[config.mk]
export PLATFORM = sky130hd
export DESIGN_NAME = fetch_pipe_ctrl
export DESIGN_NICKNAME = d
export VERILOG_FILES = /design/src/rtl/pipe_pkg.sv /design/src/rtl/fetch_pipe_ctrl_if_id_reg.sv /design/src/rtl/fetch_pipe_ctrl.sv
export SDC_FILE = /design/constraint.sdc
export NUM_CORES = 1
export LEC_CHECK = 0
export ABC_AREA = 1
export CORE_UTILIZATION = 45
export DETAILED_ROUTE_END_ITERATION = 6
export PLACE_DENSITY_LB_ADDON = 0.1
export SYNTH_ARGS = -nofsm -noshare
export SYNTH_HDL_FRONTEND = slang
export SYNTH_SLANG_ARGS = --single-unit
[constraint.sdc]
create_clock -name clk -period 3.9 [get_ports clk]
set_input_delay 0.975 -clock clk [delete_from_list [all_inputs] [get_ports clk]]
set_output_delay 0.975 -clock clk [all_outputs]
set_load 0.01 [all_outputs]
[src/rtl/pipe_pkg.sv]
// Shared pipeline definitions: fetch state encoding, NOP encoding and default widths.
// The ID/EX register and the hazard unit import the same values.
package pipe_pkg;

    localparam int          PC_W_DEF      = 16;
    localparam int          INSTR_W_DEF   = 16;
    localparam logic [15:0] RESET_PC_DEF  = 16'h0000;
    localparam logic [15:0] NOP_INSTR_DEF = 16'h0000;

    typedef enum logic [1:0] {
        RUN   = 2'd0,
        STALL = 2'd1,
        HALT  = 2'd2
    } pipe_state_e;

endpackage

[src/rtl/fetch_pipe_ctrl_if_id_reg.sv]
// IF/ID pipeline register with hold and flush-to-NOP controls.
// Priority inside the register is reset, then flush, then load; otherwise it holds.
module if_id_reg
    import pipe_pkg::*;
#(
    parameter int                 PC_W      = PC_W_DEF,
    parameter int                 INSTR_W   = INSTR_W_DEF,
    parameter logic [INSTR_W-1:0] NOP_INSTR = INSTR_W'(NOP_INSTR_DEF)
) (
    input  logic               clk,
    input  logic               rst,
    input  logic               load,
    input  logic               flush,
    input  logic [PC_W-1:0]    d_pc,
    input  logic [INSTR_W-1:0] d_instr,
    output logic [PC_W-1:0]    q_pc,
    output logic [INSTR_W-1:0] q_instr,
    output logic               q_valid
);

    logic [PC_W-1:0]    pc_d,    pc_q;
    logic [INSTR_W-1:0] instr_d, instr_q;
    logic               valid_d, valid_q;

    always_comb begin
        pc_d    = pc_q;
        instr_d = instr_q;
        valid_d = valid_q;
        if (flush) begin
            pc_d    = '0;
            instr_d = NOP_INSTR;
            valid_d = 1'b0;
        end else if (load) begin
            pc_d    = d_pc;
            instr_d = d_instr;
            valid_d = 1'b1;
        end
    end

    always_ff @(posedge clk) begin
        if (rst) begin
            pc_q    <= '0;
            instr_q <= NOP_INSTR;
            valid_q <= 1'b0;
        end else begin
            pc_q    <= pc_d;
            instr_q <= instr_d;
            valid_q <= valid_d;
        end
    end

    assign q_pc    = pc_q;
    assign q_instr = instr_q;
    assign q_valid = valid_q;

endmodule

[src/rtl/fetch_pipe_ctrl.sv]
// Fetch-side responder to the hazard unit: PC, IF/ID register, branch flush and halt.
// Optional PERF_CNT_EN adds saturating stall-cycle and flush counters.
module fetch_pipe_ctrl
    import pipe_pkg::*;
#(
    parameter int                 PC_W      = PC_W_DEF,
    parameter int                 INSTR_W   = INSTR_W_DEF,
    parameter logic [PC_W-1:0]    RESET_PC  = PC_W'(RESET_PC_DEF),
    parameter logic [INSTR_W-1:0] NOP_INSTR = INSTR_W'(NOP_INSTR_DEF)
) (
    input  logic               clk,
    input  logic               rst,
    input  logic               pc_write,
    input  logic               if_id_write,
    input  logic               stall,
    input  logic               br_taken,
    input  logic [PC_W-1:0]    br_target,
    input  logic               halt_dec,
    input  logic [INSTR_W-1:0] imem_instr,
    output logic [PC_W-1:0]    pc,
    output logic [PC_W-1:0]    if_id_pc,
    output logic [INSTR_W-1:0] if_id_instr,
    output logic               if_id_valid,
    output logic               id_ex_bubble,
    output logic               halted
`ifdef PERF_CNT_EN
    ,
    output logic [15:0]        stall_cycles,
    output logic [15:0]        flush_count
`endif
);

    pipe_state_e     state_d, state_q;
    logic [PC_W-1:0] pc_d, pc_q;
    logic            halted_d, halted_q;
    logic            ifid_load, ifid_flush;
    logic            hold_req;
    logic [PC_W-1:0] pc_inc;

    assign hold_req = !pc_write || !if_id_write;
    assign pc_inc   = pc_q + PC_W'(1);

    // Priority: branch flush > decoded halt > hold request > normal fetch; HALT ignores all.
    always_comb begin
        state_d      = state_q;
        pc_d         = pc_q;
        halted_d     = halted_q;
        ifid_load    = 1'b0;
        ifid_flush   = 1'b0;
        id_ex_bubble = 1'b0;
        if (rst || state_q == HALT) begin
            id_ex_bubble = 1'b0;
        end else if (br_taken) begin
            pc_d         = br_target;
            ifid_flush   = 1'b1;
            id_ex_bubble = 1'b1;
            state_d      = RUN;
        end else if (halt_dec) begin
            ifid_flush   = 1'b1;
            halted_d     = 1'b1;
            state_d      = HALT;
        end else begin
            if (pc_write) begin
                pc_d = pc_inc;
            end
            ifid_load    = if_id_write;
            id_ex_bubble = stall;
            state_d      = hold_req ? STALL : RUN;
        end
    end

    always_ff @(posedge clk) begin
        if (rst) begin
            state_q  <= RUN;
            pc_q     <= RESET_PC;
            halted_q <= 1'b0;
        end else begin
            state_q  <= state_d;
            pc_q     <= pc_d;
            halted_q <= halted_d;
        end
    end

    if_id_reg #(
        .PC_W      (PC_W),
        .INSTR_W   (INSTR_W),
        .NOP_INSTR (NOP_INSTR)
    ) u_if_id_reg (
        .clk     (clk),
        .rst     (rst),
        .load    (ifid_load),
        .flush   (ifid_flush),
        .d_pc    (pc_inc),
        .d_instr (imem_instr),
        .q_pc    (if_id_pc),
        .q_instr (if_id_instr),
        .q_valid (if_id_valid)
    );

    assign pc     = pc_q;
    assign halted = halted_q;

`ifdef PERF_CNT_EN
    logic [15:0] stall_cnt_d, stall_cnt_q;
    logic [15:0] flush_cnt_d, flush_cnt_q;

    // Counters saturate at all-ones and freeze once halted.
    always_comb begin
        stall_cnt_d = stall_cnt_q;
        flush_cnt_d = flush_cnt_q;
        if (state_q != HALT) begin
            if (hold_req && !br_taken && stall_cnt_q != 16'hFFFF) begin
                stall_cnt_d = stall_cnt_q + 16'd1;
            end
            if (br_taken && flush_cnt_q != 16'hFFFF) begin
                flush_cnt_d = flush_cnt_q + 16'd1;
            end
        end
    end

    always_ff @(posedge clk) begin
        if (rst) begin
            stall_cnt_q <= '0;
            flush_cnt_q <= '0;
        end else begin
            stall_cnt_q <= stall_cnt_d;
            flush_cnt_q <= flush_cnt_d;
        end
    end

    assign stall_cycles = stall_cnt_q;
    assign flush_count  = flush_cnt_q;
`endif

endmodule
==> impl_metrics.tcl <==
set metrics [dict create \
    power-per-cell-area_nw_per_um2 352.0 \
    routed-via-count 2464 \
    fin_cells 492 \
    synth.yosys.seq_area_share_pct 41.85 \
    synth_fa_ha_area_share_pct 0.5030 \
    clk_pin_slew_ns 0.09 \
    power_frac_seq_pct 48.4 \
    synth-xor-area-share_pct 2.465 \
    grt_use_total_pct 21.36 \
    synth.avg_cell_area_sq_um 7.359 \
    cts_tree "built" \
    setup_slack_ns 0.3732 \
    dieHeight_microns 76.35 \
    numPortBuffers 89 \
    min_path_type "reg2reg" \
    crit_type "in2out" \
    antenna_found_initial 0 \
    drtPass1Iterations 4 \
    synth_nets 378 \
    yosysTopAreaCell "dfxtp_1" \
    synth_most_common_cell "nor2_1" \
    synth_area_sq_um 2487 \
    routedWlPerCell_microns 12.39 \
    cts.repair.resized 0 \
    setup_viol 0 \
    tns_ns 0 \
    internal-power_mw 0.8910 \
    clock_latency_ns 0.30 \
    antennaDiodeCount 0 \
    netlist_instances 338 \
    hold_ws_ns 0.4760 \
    synth_commonest_cells "nor2_1, dfxtp_1, nand2_1, a21oi_1, o21ai_1" \
    die_width_microns 76.35 \
    ys_async_sr_fraction_pct 0 \
    synth_top_family_by_area "simple AND/OR/NAND/NOR gates" \
    yosys.area.top_type_share_pct 41.85 \
    syn_to_final_growth_pct 40.04 \
    rows 26 \
    rsz0062_at_grt "false" \
    ioPinCount 90 \
    tightest_slew_ns 0.5574 \
    switching_power_mw 0.3352 \
    grt_pass1_vias 2236 \
    drc 0 \
    power.share.switching_pct 27.34 \
    nets 461 \
    cts-root-buf "clkbuf_8" \
    htreeDepth 2 \
    drtIter0Drc 123 \
    initial_core_util_pct 47.79 \
    grt_first_pass_wirelength_microns 10150 \
    die-area_sq_um 5829 \
    post_cts_buffers 0 \
    dp.cells 484 \
    startpoint_type "input port" \
    numCtsBuffers 5 \
    layout-drive-gt1-share_pct 8.768 \
    hpwlAfterDp_microns 4355 \
    clock_skew_ns 0.006546 \
    ys_top_cells_by_area "dfxtp_1, nor2_1, nand2_1" \
    cp.required_ns 2.92 \
    p_clk_share_pct 31.6 \
    ys_ff_latch 52 \
    end_kind "output port" \
    ant_nets 0 \
    avgViaCountPerCell 5.008 \
    yosys.area_share.simple_pct 25.70 \
    yosys_warnings 0 \
    ys.flop_type "dfxtp_1" \
    finalCritPeriodShare_pct 90.43 \
    cts_hold_buffers 0 \
    grt_start_max_net_pins 38 \
    synth.distinct_cells 28 \
    gr-total-overflow 0 \
    fillers 479 \
    wirelength_microns 6096 \
    finalPower_mw 1.226 \
    p_leak_nw 1.331 \
    synth_edf_count 0 \
    max_freq_mhz 283.5 \
    peakVddDrop_mv 0.1777 \
    pre_cts_ws_ns 0.3637 \
    status "finished clean" \
    drv_cap 0 \
    coreArea_sq_um 5205 \
    gp_congestion 0.8559 \
    p_comb_share_pct 20.0 \
    maxSlewViolCount 0 \
    cts.sinks 52 \
    clockBufferDepth 2 \
    critPathArrivalTime_ns 2.55 \
    relSlewSlack_pct 62.76 \
    crit_fanout 19 \
    period_needed_ns 3.527 \
    synth-compound-area-share_pct 20.72 \
    synthMuxAreaShare_pct 0 \
    hold_viol 0 \
]
[critical path, stage by stage]
cell             delay [ns]
clkdlybuf4s50_1        0.53
buf_4                  0.29
nor2_1                 0.09
nor2_1                 0.13
clkdlybuf4s50_1        0.54
[cell type report]
class / count / area (sq um) / area share, %
Inverter: 27 / 106.4 / 3.053
Tap cell: 70 / 87.58 / 2.514
Multi-Input combinational cell: 245 / 1229 / 35.27
Sequential cell: 52 / 1041 / 29.89
Clock inverter: 2 / 38.79 / 1.114
Clock buffer: 6 / 82.58 / 2.371
Timing Repair Buffer: 90 / 898.4 / 25.79
[metal layers]
layer | vias up | GRT usage [%] | share of wire [%]
met5 | - | 0 | 0
met4 | 0 | 8.462 | 1.2
met3 | 9 | 3.713 | 6.1
met2 | 79 | 35.32 | 46
met1 | 1123 | 27.57 | 46
li1 | 1253 | - | -
[layout by cell type (no fill, tap or decap), drive strengths merged]
cell type	n
o21bai	1
nand3	14
clkdlybuf4s50	89
o21ai	36
ha	1
nor2	83
xor2	3
nand3b	1
buf	1
clkbuf	6
clkinv	1
xnor2	4
a211oi	1
nand2	51
bufinv	1
inv	27
dfxtp	52
a31oi	1
nand4	3
a21oi	46
[cell families (layout without fill, tap and decap cells)]
| logic type | after synthesis | in the layout |
|---|---|---|
| adder cells (fa/ha/maj) | 1 | 1 |
| AO/OA/AOI/OAI | 85 | 85 |
| AND/OR/NAND/NOR | 152 | 152 |
| buffers and inverters | 41 | 125 |
| XOR/XNOR | 7 | 7 |
| flip-flops | 52 | 52 |
[worst paths after layout]
path	cells past startpoint	endpoint	slack, ns	from
worst max register to register	8	u_if_id_reg.q_pc[14]	2.17	state_q[0]
worst min register to register	2	u_if_id_reg.q_valid	0.48	u_if_id_reg.q_valid
worst max-delay path	5	id_ex_bubble	0.37	br_taken
worst min-delay path	2	u_if_id_reg.q_valid	0.48	u_if_id_reg.q_valid
[state kept, by name (all words and copies together) (netlist names)]
signal	cells
u_if_id_reg.q_pc	16
halted	1
state_q	2
u_if_id_reg.q_instr	16
u_if_id_reg.q_valid	1
pc	16
[power groups by stage]
stage | Combinational, mW | Sequential [mW] | Clock [mW]
after floorplan | 0.121 | 0.610 | 0
after global placement | 0.241 | 0.605 | 0
after detailed placement | 0.244 | 0.605 | 0
after CTS | 0.246 | 0.593 | 0.399
after global routing | 0.269 | 0.599 | 0.420
final | 0.245 | 0.594 | 0.387
[stage by stage]
stage / instance area, sq um / util [%]
2_1_floorplan: 2487 / -
3_3_place_gp: 3362 / 64.59
3_5_place_dp: 3362 / 64.59
4_1_cts: 3483 / 66.92
5_1_grt: 3483 / 66.92
6_report: 3483 / 66.92
Power figures use the tool's default switching activity.
